--- config.mk ---
export PLATFORM = sky130hd
export DESIGN_NAME = sync_fifo_param
export DESIGN_NICKNAME = d
export VERILOG_FILES = /design/src/rtl/sync_fifo_param.sv
export SDC_FILE = /design/constraint.sdc
export NUM_CORES = 2
export LEC_CHECK = 0
export BUFFER_PORTS_ARGS = -buffer_cell sky130_fd_sc_hd__buf_4
export CELL_PAD_IN_SITES_DETAIL_PLACEMENT = 0
export CELL_PAD_IN_SITES_GLOBAL_PLACEMENT = 1
export CORE_MARGIN = 2
export CORE_UTILIZATION = 56
export CTS_CLUSTER_DIAMETER = 30
export DETAILED_ROUTE_END_ITERATION = 6
export PLACE_DENSITY = 0.84
export SETUP_SLACK_MARGIN = 0.5
export SLEW_MARGIN = 10
export SYNTH_ARGS = -nofsm -noshare
export SYNTH_HDL_FRONTEND = slang
export SYNTH_SLANG_ARGS = --single-unit
--- constraint.sdc ---
create_clock -name clk -period 4.6 [get_ports clk]
set_input_delay 0.23 -clock clk [delete_from_list [all_inputs] [get_ports clk]]
set_output_delay 0.23 -clock clk [all_outputs]
set_load 0.05 [all_outputs]
--- src/rtl/sync_fifo_param.sv ---
// ----------------------------------------------------------------------------
// sync_fifo_param
//
// Single-clock parametrised FIFO for the AXI4-Lite to SDRAM datapath where the
// AXI side and the SDRAM controller share one clock. Power-of-two depth, exact
// occupancy count, programmable almost-full/almost-empty flags, sticky
// overflow/underflow flags and a choice of standard registered read or
// first-word-fall-through (FWFT) read.
//
// Parameters:
//   DATA_WIDTH    width of each stored word
//   ADDR_WIDTH    log2 of the depth (DEPTH = 2**ADDR_WIDTH)
//   AFULL_THRESH  almost_full when count >= AFULL_THRESH
//   AEMPTY_THRESH almost_empty when count <= AEMPTY_THRESH
//   FWFT          0 = registered read with 1-cycle latency, 1 = fall-through
//
// Ports:
//   clk           rising-edge clock for all logic
//   reset         asynchronous active-high reset
//   wr_en         write request, data_in is stored when not full
//   data_in       write data
//   rd_en         read request (standard) or pop of the head word (FWFT)
//   clear_err     synchronous clear of overflow and underflow
//   data_out      read data
//   data_valid    data_out holds a valid word
//   fifo_full     count == DEPTH
//   fifo_empty    count == 0
//   almost_full   count >= AFULL_THRESH
//   almost_empty  count <= AEMPTY_THRESH
//   count         number of stored words, 0..DEPTH
//   overflow      sticky: write attempted while full
//   underflow     sticky: read attempted while empty
// ----------------------------------------------------------------------------
module sync_fifo_param #(
   parameter int DATA_WIDTH    = 32,
   parameter int ADDR_WIDTH    = 6,
   parameter int AFULL_THRESH  = 60,
   parameter int AEMPTY_THRESH = 4,
   parameter int FWFT          = 0
) (
   input  logic                  clk,
   input  logic                  reset,
   input  logic                  wr_en,
   input  logic [DATA_WIDTH-1:0] data_in,
   input  logic                  rd_en,
   input  logic                  clear_err,
   output logic [DATA_WIDTH-1:0] data_out,
   output logic                  data_valid,
   output logic                  fifo_full,
   output logic                  fifo_empty,
   output logic                  almost_full,
   output logic                  almost_empty,
   output logic [ADDR_WIDTH:0]   count,
   output logic                  overflow,
   output logic                  underflow
);

   localparam int CW    = ADDR_WIDTH + 1;
   localparam int DEPTH = 1 << ADDR_WIDTH;

   localparam logic [CW-1:0] DEPTH_C  = CW'(DEPTH);
   localparam logic [CW-1:0] AFULL_C  = CW'(AFULL_THRESH);
   localparam logic [CW-1:0] AEMPTY_C = CW'(AEMPTY_THRESH);

   logic [DATA_WIDTH-1:0] mem [DEPTH];

   logic [CW-1:0]         wr_ptr;
   logic [CW-1:0]         rd_ptr;
   logic [CW-1:0]         count_next;
   logic [ADDR_WIDTH-1:0] wr_addr;
   logic [ADDR_WIDTH-1:0] rd_addr;
   logic                  wr_accept;
   logic                  rd_accept;

   // Accept decisions use the registered (pre-edge) flags only, so a
   // simultaneous read on a full FIFO never makes room for the write in the
   // same cycle, and a write into an empty FIFO never feeds the read.
   always_comb begin
      wr_accept  = wr_en & ~fifo_full;
      rd_accept  = rd_en & ~fifo_empty;
      count_next = count + CW'(wr_accept) - CW'(rd_accept);
      wr_addr    = wr_ptr[ADDR_WIDTH-1:0];
      rd_addr    = rd_ptr[ADDR_WIDTH-1:0];
   end

   // Storage array; deliberately has no reset so it maps onto plain RAM.
   always_ff @(posedge clk) begin
      if (wr_accept) begin
         mem[wr_addr] <= data_in;
      end
   end

   // Pointers, occupancy and every status flag. Flags are computed from the
   // next-state count so they always agree with count in the same cycle.
   // The pointer MSB is a wrap bit; pointers simply roll over at 2*DEPTH.
   always_ff @(posedge clk or posedge reset) begin
      if (reset) begin
         wr_ptr       <= '0;
         rd_ptr       <= '0;
         count        <= '0;
         fifo_full    <= 1'b0;
         fifo_empty   <= 1'b1;
         almost_full  <= 1'b0;
         almost_empty <= 1'b1;
         overflow     <= 1'b0;
         underflow    <= 1'b0;
      end else begin
         if (wr_accept) begin
            wr_ptr <= wr_ptr + CW'(1);
         end
         if (rd_accept) begin
            rd_ptr <= rd_ptr + CW'(1);
         end
         count        <= count_next;
         fifo_full    <= (count_next == DEPTH_C);
         fifo_empty   <= (count_next == '0);
         almost_full  <= (count_next >= AFULL_C);
         almost_empty <= (count_next <= AEMPTY_C);
         if (wr_en && fifo_full) begin
            overflow <= 1'b1;
         end else if (clear_err) begin
            overflow <= 1'b0;
         end
         if (rd_en && fifo_empty) begin
            underflow <= 1'b1;
         end else if (clear_err) begin
            underflow <= 1'b0;
         end
      end
   end

   generate
      if (FWFT != 0) begin : g_fwft
         // Fall-through: the head word is always on data_out. It is forced to
         // zero while empty so the output is defined (and zero) out of reset.
         assign data_out   = fifo_empty ? '0 : mem[rd_addr];
         assign data_valid = ~fifo_empty;
      end else begin : g_std
         // Registered read: an accepted read loads the head word, and
         // data_valid marks exactly the cycle after that read.
         always_ff @(posedge clk or posedge reset) begin
            if (reset) begin
               data_out   <= '0;
               data_valid <= 1'b0;
            end else begin
               data_valid <= rd_accept;
               if (rd_accept) begin
                  data_out <= mem[rd_addr];
               end
            end
         end
      end
   endgenerate

endmodule

==> flow_summary_export.csv <==
group,metric,value,unit
sta,finalHoldViolations,0,
sta,fin_crit,3.73,ns
global_routing,antenna_found_initial,8,
detailed_routing,ant_nets,0,
floorplan,fp.dieW,383,um
floorplan,start_util,56.3,%
power_and_ir_drop,cellLeakagePower,0.0317,uW
power_and_ir_drop,powerDensity,673,mW/mm2
final_layout,syn2layout_area_growth,19.8,%
floorplan,core_area,0.143,mm2
critical_path,criticalPathCategory,"reg -> reg",
clock_network,cts_tree,"done",
detailed_routing,detail_route.wl_per_cell,34.8,um
yosys,synth_edf_count,2048,
floorplan,ios,83,
yosys,avgSynthCellArea,22.1,um2
detailed_routing,drtIter0Drc,6346,
clock_network,cts_buffer_depth,4,
sta,finalMaxSlewViolations,0,
sta,setup_viol,0,
critical_path,end_kind,"flip-flop",
critical_path,slowest_delay,1.01,ns
place,hpwl,114000,um
global_routing,grt_pass1_vias,43800,
critical_path,crit_required,5.38,ns
critical_path,critical_path.top_delay_family,"compound AO/OA/AOI/OAI gates",
detailed_routing,num_vias,42200,
floorplan,fp.dieH,383,um
sta,tightestPinTransition,1.32,ns
clock_network,cts_sinks,2106,
yosys,ys_warn_count,0,
yosys,syn_area,0.0806,mm2
sta,slew_headroom,9.55,%
yosys,async_flop_share,2.75,%
sta,timing.final.crit_share,81.0,%
global_routing,grt_start_max_net_pins,79,
yosys,synth_cell_type_count,59,
status,outcome,"finished, final reports clean",
critical_path,crit_buf_inv,1,
yosys,synth_largest_area_cell,"edfxtp_1",
power_and_ir_drop,vdd_ir_drop_max,0.000563,V
clock_network,cts-buffers-inserted,352,
critical_path,critPathLaunchType,"flip-flop",
sta,fmax,268,MHz
sta,setup_tns,0,ns
critical_path,crit_top_cell,"a2111oi_0",
yosys,netlist_top_cells_area,"edfxtp_1 76%, mux4_2 12%, mux2i_1 3.2%",
yosys,ys_seq_elements,2106,
final_layout,final_nets,4140,
sta,finClkSkew,0.0591,ns
place,port_buffers,82,
final_layout,drive_gt1_share,30.8,%
critical_path,crit_fanout,32,
min_path,hp-class,"in -> async",
sta,hold_slack,0.0644,ns
detailed_routing,vias_per_cell,6.73,
yosys,syn_nets,3702,
yosys,synth-main-ff-cell,"edfxtp_1",
place,gp_congestion,0.845,
clock_network,clkLatencyLatePin,0.91,ns
detailed_routing,dr.pass1.iters,6,
global_routing,grt_pass1_wl,313000,um
job,maxCapViolCount,0,
detailed_routing,wirelength,218000,um
yosys,synth_top_area_share,76.3,%
critical_path,arrival,4.51,ns
yosys,syn_inst,3655,
clock_network,cts_root_buf,"clkbuf_16",
critical_path,cp_slowest_cell,"a2111oi_0",
yosys,seq_area_frac_synth,78.1,%
global_routing,grt_usage,30.2,%
clock_network,cts_setup_buffers,0,
critical_path,crit_chain,"and2_1 > nand2_2 > buf_4 > o22ai_1 > a2111oi_0 > a2111oi_0 > a221o_1",
floorplan,rows,139,
global_routing,overflow,0,
clock_network,cts_max_level,5,
detailed_routing,drc,0,
floorplan,dieArea,0.147,mm2
sta,rsz0062_at_grt,"no",
clock_network,clk_pin_slew,0.06,ns
==> layout by cell type (no fill, tap or decap), drive strengths merged, types with 8 or more instances in the layout <==
| master | Yosys | routed |
|---|---|---|
| edfxtp | 2048 | 2048 |
| mux4 | 433 | 433 |
| clkbuf | 68 | 396 |
| mux2i | 258 | 258 |
| buf | 142 | 256 |
| clkinv | 0 | 106 |
| nor2 | 102 | 102 |
| a22oi | 77 | 77 |
| inv | 19 | 65 |
| o22ai | 57 | 57 |
| dfrtp | 56 | 56 |
| a2111oi | 53 | 53 |
| nand2 | 45 | 45 |
| bufinv | 0 | 39 |
| dlygate4sd3 | 0 | 37 |
| a21oi | 36 | 36 |
| clkinvlp | 0 | 36 |
| o21ai | 31 | 31 |
| a31oi | 23 | 23 |
| nand3 | 23 | 23 |
| a221o | 18 | 18 |
| a22o | 17 | 17 |
| a221oi | 15 | 15 |
| nor2b | 15 | 15 |
| o211ai | 11 | 11 |
| xnor2 | 11 | 11 |
| nor3 | 11 | 11 |
| mux2 | 9 | 9 |
| and3 | 9 | 9 |
| ha | 9 | 9 |
| nand2b | 9 | 9 |
| o311ai | 8 | 8 |
==> tightest hold or removal path, stage by stage <==
cell and delay [ns]:
dlygate4sd3_1 0.54, buf_4 0.13, clkinv_2 0.60
==> synth_stat cells (4+ instances only) <==
master	count
a211oi_1	5
a22o_1	17
mux2_2	9
a22oi_1	77
nor3_1	11
edfxtp_1	2048
a2111oi_0	48
nand2b_1	9
buf_1	13
dfrtp_1	56
buf_2	79
nand2_1	45
o211ai_1	11
o21ai_1	15
a221oi_1	15
o22ai_1	57
a31oi_1	23
a221o_1	18
nor2_1	101
clkbuf_1	68
buf_6	25
nand3_1	23
mux2i_1	258
buf_4	23
ha_1	9
and3_1	9
o311ai_1	8
nor2b_1	15
inv_1	18
o221ai_1	7
a2111oi_2	4
o21ai_0	16
xnor2_1	11
a21oi_1	36
mux4_2	433
==> cell families after synthesis <==
group           synth area share (%)
fa+ha+maj                      0.165
xor+xnor                       0.141
compound gates                  3.33
flops                           78.1
simple gates                    1.30
mux                             15.4
buf+inv                         1.56
==> power breakdown <==
group	switching (uW)	total (uW)	internal, uW
registers	776	22800	22000
logic	9970	16500	6530
clock network	9130	25700	16600
==> area by class of cell <==
class	instances	area, um2
Inverter	19	72.6
Clock buffer	396	9200
Sequential cell	2106	63000
Tap cell	1903	2380
Clock inverter	227	2450
Timing Repair Buffer	294	2590
Multi-Input combinational cell	1320	16900
Fill cell	8447	46700
Antenna cell	4	10.0
==> per-stage QoR <==
step / area (um2) / power [uW] / cells / setup slack, ns / util (%)
2_1_floorplan: 80600 / 33300 / 3655 / 0.598 / -
3_3_place_gp: 84600 / 38900 / 5604 / 0.536 / 59.0
3_5_place_dp: 84600 / 39100 / 5605 / 0.930 / 59.0
4_1_cts: 96600 / 65100 / 6265 / 0.973 / 67.4
5_1_grt: 96600 / 66600 / 6265 / 0.770 / 67.4
6_report: 96600 / 65000 / 6269 / 0.873 / 67.4
==> layer usage <==
layer,GRT usage (%),routed length (um),up-vias,share of wire (%)
met5,0,20,-,0.0092
met4,14.7,11200,4,5.1
met3,7.32,25900,581,12
met2,47.9,106000,3175,48
met1,39.6,75300,21900,34
li1,-,-,16500,-
==> final timing paths <==
check | from | endpoint | slack (ns) | depth (start not counted)
min | reset | data_valid | 0.06 | 3
max reg2reg | rd_ptr[1] | data_out[14] | 0.87 | 7
min in group clk | clear_err | underflow | 0.14 | 3
max in group asynchronous | reset | rd_ptr[1] | 3.41 | 4
min reg2reg | wr_ptr[0] | wr_ptr[0] | 0.54 | 1
max | rd_ptr[1] | data_out[14] | 0.87 | 7
==> registers in the layout (all words and copies together), names as in the netlist <==
signal	flops
mem	2048
data_out	32
count	7
rd_ptr	6
wr_ptr	6
almost_empty	1
almost_full	1
data_valid	1
fifo_empty	1
fifo_full	1
overflow	1
underflow	1
==> what timing repair did <==
| item | in CTS | in global routing |
|---|---|---|
| endpoints found under the hold margin | 2094 | 0 |
| gates resized for setup | 0 | 0 |
| hold buffers | 37 | 0 |
Note: power is estimated with default switching activity, not from simulation.
